$ cat src/rtl/param_memory_pkg.sv
// Shared types for the parametrised command-driven register memory.
package param_memory_pkg;

    // Sub-operations carried on op when write_en is the active request
    typedef enum logic [1:0] {
        WR_WRITE = 2'b00,
        WR_ADD   = 2'b01,
        WR_XOR   = 2'b10,
        WR_CLEAR = 2'b11
    } wr_op_e;

    // Sub-operations carried on op when read_en is the active request;
    // encodings 2'b10 and 2'b11 are illegal and get rejected
    typedef enum logic [1:0] {
        RD_READ  = 2'b00,
        RD_CLEAR = 2'b01
    } rd_op_e;

    // Command sequencing states
    typedef enum logic [1:0] {
        ST_IDLE   = 2'b00,
        ST_MODIFY = 2'b01,
        ST_DONE   = 2'b10
    } state_e;

endpackage

$ cat src/rtl/param_memory_alu.sv
// Combinational read-modify-write datapath: derives the new word value from
// the write sub-operation, the old word value and the command operand.
module param_memory_alu
    import param_memory_pkg::*;
#(
    parameter int unsigned DATA_W   = 8,
    parameter int unsigned SATURATE = 0
) (
    input  logic [1:0]        op,
    input  logic [DATA_W-1:0] old_value,
    input  logic [DATA_W-1:0] operand,
    output logic [DATA_W-1:0] new_value
);

    // One extra bit so the carry out of the add is visible for clamping
    logic [DATA_W:0] sum;

    // Select the result for the requested write sub-operation
    always_comb begin
        sum       = {1'b0, old_value} + {1'b0, operand};
        new_value = '0;
        case (wr_op_e'(op))
            WR_WRITE: new_value = operand;
            WR_ADD: begin
                if ((SATURATE != 0) && sum[DATA_W]) begin
                    new_value = '1;
                end else begin
                    new_value = sum[DATA_W-1:0];
                end
            end
            WR_XOR:   new_value = old_value ^ operand;
            WR_CLEAR: new_value = '0;
            default:  new_value = '0;
        endcase
    end

endmodule

$ cat src/rtl/param_memory.sv
// DEPTH x DATA_W register memory behind a single-port command interface with
// a ready handshake. Supports write/add/xor/clear, read and read-and-clear;
// illegal commands produce a one-cycle err pulse and leave memory untouched.
module param_memory
    import param_memory_pkg::*;
#(
    parameter int unsigned DATA_W   = 8,
    parameter int unsigned ADDR_W   = 3,
    parameter int unsigned DEPTH    = 8,
    parameter int unsigned SATURATE = 0
) (
    input  logic              clk,
    input  logic              reset,
    input  logic              write_en,
    input  logic              read_en,
    input  logic [1:0]        op,
    input  logic [ADDR_W-1:0] address,
    input  logic [DATA_W-1:0] write_data,
    output logic              ready,
    output logic [DATA_W-1:0] read_data,
    output logic              read_valid,
    output logic              err
);

    // One bit wider than the address so DEPTH == 2**ADDR_W is representable
    localparam logic [ADDR_W:0] DEPTH_LIM = (ADDR_W + 1)'(DEPTH);

    logic [DATA_W-1:0] mem [DEPTH];

    state_e            state;
    logic [1:0]        cap_op;
    logic [ADDR_W-1:0] cap_addr;
    logic [DATA_W-1:0] cap_old;
    logic [DATA_W-1:0] cap_wd;
    logic [DATA_W-1:0] alu_out;

    logic              cmd_seen;
    logic              cmd_reject;
    logic              cmd_rmw;
    logic              cmd_read;
    logic              mem_we;
    logic [ADDR_W-1:0] mem_waddr;
    logic [DATA_W-1:0] mem_wdata;

    assign ready = (state == ST_IDLE) && !reset;

    param_memory_alu #(
        .DATA_W   (DATA_W),
        .SATURATE (SATURATE)
    ) u_alu (
        .op        (cap_op),
        .old_value (cap_old),
        .operand   (cap_wd),
        .new_value (alu_out)
    );

    // Decode the presented command and pick the single memory write source:
    // direct writes/clears in IDLE, or the RMW write-back while in MODIFY
    always_comb begin
        cmd_seen   = ready && (write_en || read_en);
        cmd_reject = cmd_seen &&
                     ((write_en && read_en) ||
                      ({1'b0, address} >= DEPTH_LIM) ||
                      (read_en && !write_en && op[1]));
        cmd_rmw    = cmd_seen && !cmd_reject && write_en &&
                     ((wr_op_e'(op) == WR_ADD) || (wr_op_e'(op) == WR_XOR));
        cmd_read   = cmd_seen && !cmd_reject && read_en;
        mem_we     = 1'b0;
        mem_waddr  = address;
        mem_wdata  = '0;
        if (state == ST_MODIFY) begin
            mem_we    = 1'b1;
            mem_waddr = cap_addr;
            mem_wdata = alu_out;
        end else if (cmd_seen && !cmd_reject) begin
            if (write_en && (wr_op_e'(op) == WR_WRITE)) begin
                mem_we    = 1'b1;
                mem_wdata = write_data;
            end else if (write_en && (wr_op_e'(op) == WR_CLEAR)) begin
                mem_we = 1'b1;
            end else if (read_en && (rd_op_e'(op) == RD_CLEAR)) begin
                mem_we = 1'b1;
            end
        end
    end

    // Storage array; reset wipes every word
    always_ff @(posedge clk or posedge reset) begin
        if (reset) begin
            for (int unsigned i = 0; i < DEPTH; i++) begin
                mem[i] <= '0;
            end
        end else if (mem_we) begin
            mem[mem_waddr] <= mem_wdata;
        end
    end

    // Command FSM with registered read result, read_valid and err pulses.
    // Reset returns to IDLE, so an abandoned RMW never reaches write-back.
    always_ff @(posedge clk or posedge reset) begin
        if (reset) begin
            state      <= ST_IDLE;
            cap_op     <= '0;
            cap_addr   <= '0;
            cap_old    <= '0;
            cap_wd     <= '0;
            read_data  <= '0;
            read_valid <= 1'b0;
            err        <= 1'b0;
        end else begin
            read_valid <= 1'b0;
            err        <= 1'b0;
            case (state)
                ST_IDLE: begin
                    if (cmd_seen) begin
                        if (cmd_reject) begin
                            err   <= 1'b1;
                            state <= ST_DONE;
                        end else if (cmd_rmw) begin
                            cap_op   <= op;
                            cap_addr <= address;
                            cap_old  <= mem[address];
                            cap_wd   <= write_data;
                            state    <= ST_MODIFY;
                        end else if (cmd_read) begin
                            read_data  <= mem[address];
                            read_valid <= 1'b1;
                            state      <= ST_DONE;
                        end else begin
                            state <= ST_DONE;
                        end
                    end
                end
                ST_MODIFY: state <= ST_DONE;
                ST_DONE:   state <= ST_IDLE;
                default:   state <= ST_IDLE;
            endcase
        end
    end

endmodule

$ cat config.mk
export PLATFORM = sky130hd
export DESIGN_NAME = param_memory
export DESIGN_NICKNAME = d
export VERILOG_FILES = /design/src/rtl/param_memory_pkg.sv /design/src/rtl/param_memory_alu.sv /design/src/rtl/param_memory.sv
export SDC_FILE = /design/constraint.sdc
export NUM_CORES = 1
export LEC_CHECK = 0
export ABC_CLOCK_PERIOD_IN_PS = 3400
export BUFFER_PORTS_ARGS = -buffer_cell sky130_fd_sc_hd__buf_2
export CORE_ASPECT_RATIO = 1.75
export CORE_MARGIN = 2
export CORE_UTILIZATION = 55
export DETAILED_ROUTE_END_ITERATION = 8
export GPL_TIMING_DRIVEN = 0
export MAX_ROUTING_LAYER = met4
export PLACE_DENSITY = 0.81
export SLEW_MARGIN = 10
export SYNTH_ARGS = -nofsm -noshare
export SYNTH_HDL_FRONTEND = slang
export SYNTH_HIERARCHICAL = 1
export SYNTH_SLANG_ARGS = --single-unit
$ cat constraint.sdc
create_clock -name clk -period 3.4 [get_ports clk]
set_input_delay 1.02 -clock clk [delete_from_list [all_inputs] [get_ports clk]]
set_output_delay 1.02 -clock clk [all_outputs]
set_load 0.005 [all_outputs]
==> summary by stage <==
Finish
The number of antenna diodes in the final layout is 0. The multi-input logic area is 0.002198 mm2. At the end of the flow, the number of nets in the layout was 445. The number of non-filler instances in the completed layout is 537.

Of the cells placed in the final design, the portion with a size suffix greater than 1 is 0.3057. From synthesis to final layout, the design area changed by 13.48%. The register area is 0.002427 mm2. The total of fill cells in the finished design is 603.

GRT
The global-route wire length before repair is 15,950 um. The via count of the first global-routing pass came to 3,302. The number of antenna violations at the first check in global routing is 0.

The maximum number of pins on one net before global-route repair is 43. Global routing finished with a remaining overflow of 0. The global router's overall resource usage is 0.2343.

Clock tree
The number of clock sinks is 97. The number of levels in the clock H-tree is 3. The number of gates resized after CTS is 0. Buffers added to address setup during post-CTS repair amount to 0. Counting along the longest clock path gives a buffer depth of 2. The clock latency of the later-clocked register in the worst-skew pair is 0.34 ns. The root buffer cell is clkbuf_16. The number of buffers inserted for hold repair after clock tree synthesis is 0. The clock buffer count from CTS is 9. After clock tree synthesis, the clock-pin slew on the worst setup and hold paths is 0.06 ns. The TritonCTS clock tree is built.

Floorplanning
The die area is 0.009415 mm2. The height of the die is 126.9 um. The width of the die is 74.21 um. The top-level port count is 28. The floorplan has 44 rows. The total area inside the core boundary comes to 0.008313 mm2. The effective utilization at floorplan is 0.5707.

Yosys
Dividing the synthesized area by the synthesized cell count gives 12.52 um2. For this run, the register share of the synthesized area comes to 0.5116. Yosys attributes the largest share of cell area to dfrtp_1 51%, mux2_2 11%, mux4_2 7.6%, nand2_1 3.9%, mux2_1 3.8%. The largest area contributor in the netlist is dfrtp_1. Yosys printed 6 warnings. In this run, synthesis inferred 0 flip-flops with an integrated enable. The synthesized netlist occupies a cell area of 0.004745 mm2. By count the netlist is led by 97 x dfrtp_1, 49 x nand2_1, 48 x mux2_2.

The distinct cell type count of the synthesized netlist is 43. The number of nets in the synthesized netlist is 407. The synthesized design contains 97 register bits. In the synthesized netlist the dominant register cell turns out to be dfrtp_1. The async set-reset flop share out of synthesis is 1.000. Of the post-synthesis cell area, the dominant cell type holds 0.5116.

Synthesis produced a netlist whose cell count is 379. dfrtp_1 is the most common cell in the netlist.

STA
Setup repair after global routing left no endpoint under its margin. The transition at the pin with the smallest max-transition slack is 0.6451 ns. Headroom to the max-slew limit came out at 0.5699. The share of the clock period used by the worst path after layout is 0.7929.

The final hold slack is 0.4722 ns. Setup violations remaining at the end of the flow were counted as 0. The number of failing hold endpoints at the final stage is 0. The worst-case clock skew is 0.007213 ns. The peak clock frequency supported by timing is 370.9 MHz. The final critical delay including setup and external delays is 2.696 ns. The max-slew violation total from the final report is 0. After routing, the total negative slack on setup checks comes to 0 ns.

Setup path
The cell family contributing the most delay on the critical path is compound AO/OA/AOI/OAI gates. The delay of the slowest cell on the worst path is 0.35 ns. The cell that appears most often on the critical path is buf_2. The worst setup path is of the input port to flop kind.

In this run the worst path has a maximum fanout of 8. The worst setup path is launched from an input port. Walking the worst path, the cells encountered are buf_2 > inv_1 > ha_1 > or2_0 > a32o_1 > a32oi_2 > or2_1 > buf_2 > mux2_1.

Data arrives at the worst endpoint at 2.92 ns. The number of buffers and inverters on the critical path is 3. The data required time at the worst endpoint is 3.62 ns. The master of the slowest instance on the critical path is a32oi_2.

The category of the worst setup path capture point is a flop.

Detailed routing
Dividing the detail-routed wire length by the instance count gives 18.25 um. The count of TritonRoute iterations in the first routing pass is 4. The number of vias per cell after detailed routing is 5.672.

In this run, the number of DRC markers left after iteration 0 of detailed routing was 179. The count of nets left with antenna violations once routing finished came out at 0. The post-detailed-routing wire length is 9800 um. After detailed routing, the number of remaining DRC violations is 0. For this block, the via count after detailed routing is 3,046.

Power
The standby leakage power is 2.619 nW. IR analysis of the VDD net gives a maximum drop of 0.0003008 V. The total power density per cell area is 505.8 mW/mm2. The total power after layout is 2.723 mW.

Placed design
The port buffer count is 25. The HPWL after detailed placement is 7410 um. Including well taps, the total number of placed cells is 521. The final RePlAce weighted congestion is 0.8435.

Flow run
Across the run, the number of max-cap violations was 0.

Hold path
The worst hold path belongs to the class flop to flop.

Run status
The run finished with clean final reports.
## cell type report
type | count | share of cell area
well taps | 115 | 0.02673
flip-flops and latches | 97 | 0.4508
clock buffers | 13 | 0.05206
clock inverters | 3 | 0.008599
plain buffers | 15 | 0.01232
repair buffers | 27 | 0.03068
multi-input cells | 253 | 0.4083
inverters | 14 | 0.01046
## kinds of logic after synthesis
| kind of cell | share of synthesized area |
|---|---|
| compound gates | 0.08386 |
| xor+xnor | 0.01108 |
| fa+ha+maj | 0.03059 |
| buf+inv | 0.02505 |
| flops | 0.5116 |
| mux | 0.2532 |
| simple gates | 0.08466 |
## cells in the final DEF (no fill, tap or decap), types with 5 or more instances in the layout
cell type	n
clkbuf_16	9
nand2b_1	5
buf_2	33
mux2i_1	12
nor2_1	5
o21ai_0	22
mux4_2	16
dfrtp_1	97
a22o_1	8
mux2_2	48
ha_1	10
nand2_1	49
a31oi_1	5
clkbuf_1	6
o21ai_1	7
nor2_2	7
mux2_1	16
inv_1	12
nor2b_1	5
## through the flow
| stage | instance area (um2) | utilization | worst slack (ns) |
|---|---|---|---|
| 2_1_floorplan | 4748 | - | 0.6933 |
| 3_3_place_gp | 5017 | 0.6036 | 0.4071 |
| 3_5_place_dp | 5057 | 0.6084 | 0.3646 |
| 4_1_cts | 5384 | 0.6477 | 0.7212 |
| 5_1_grt | 5384 | 0.6477 | 0.5969 |
| 6_report | 5384 | 0.6477 | 0.7041 |
## report_power, final
part | total (mW) | internal (mW) | switching [mW]
Combinational | 0.381 | 0.157 | 0.224
Clock | 1.07 | 0.651 | 0.417
Sequential | 1.27 | 1.22 | 0.0544
Total | 2.72 | 2.03 | 0.695
## layer usage
layer | global-route usage | up-vias | wire [um]
li1 | - | 1442 | -
met1 | 0.2512 | 1548 | 3739
met2 | 0.4228 | 42 | 5656
met3 | 0.03654 | 14 | 211
met4 | 0.08613 | 0 | 193
met5 | - | - | 0
## final timing paths
path / start / end / slack (ns) / depth (start not counted)
worst max-delay path: op[0] / mem[1] / 0.70 / 9
worst min-delay path: cap_op[0] / cap_op[0] / 0.47 / 2
worst max register to register: cap_wd[0] / mem[46] / 0.81 / 11
worst min register to register: cap_op[0] / cap_op[0] / 0.47 / 2
max in group asynchronous: reset / mem[40] / 1.89 / 4
min in group asynchronous: reset / read_data[7] / 0.70 / 2
## worst reg2reg max path, delay by kind of cell (launching register included)
kind,cells,cell delay [ns]
AOI/OAI and AO/OA,4,0.56
xor gates and xnor gates,1,0.14
adders and majority gates,2,0.68
buffers and inverters,1,0.08
DFF,1,0.38
muxes,1,0.33
and+or+nand+nor,2,0.31
## registers in the layout, indices dropped and copies added (netlist names)
register	flops
mem	64
cap_op	2
cap_addr	3
read_valid	1
state	2
cap_old	8
read_data	8
cap_wd	8
err	1
Power figures use the tool's default switching activity.
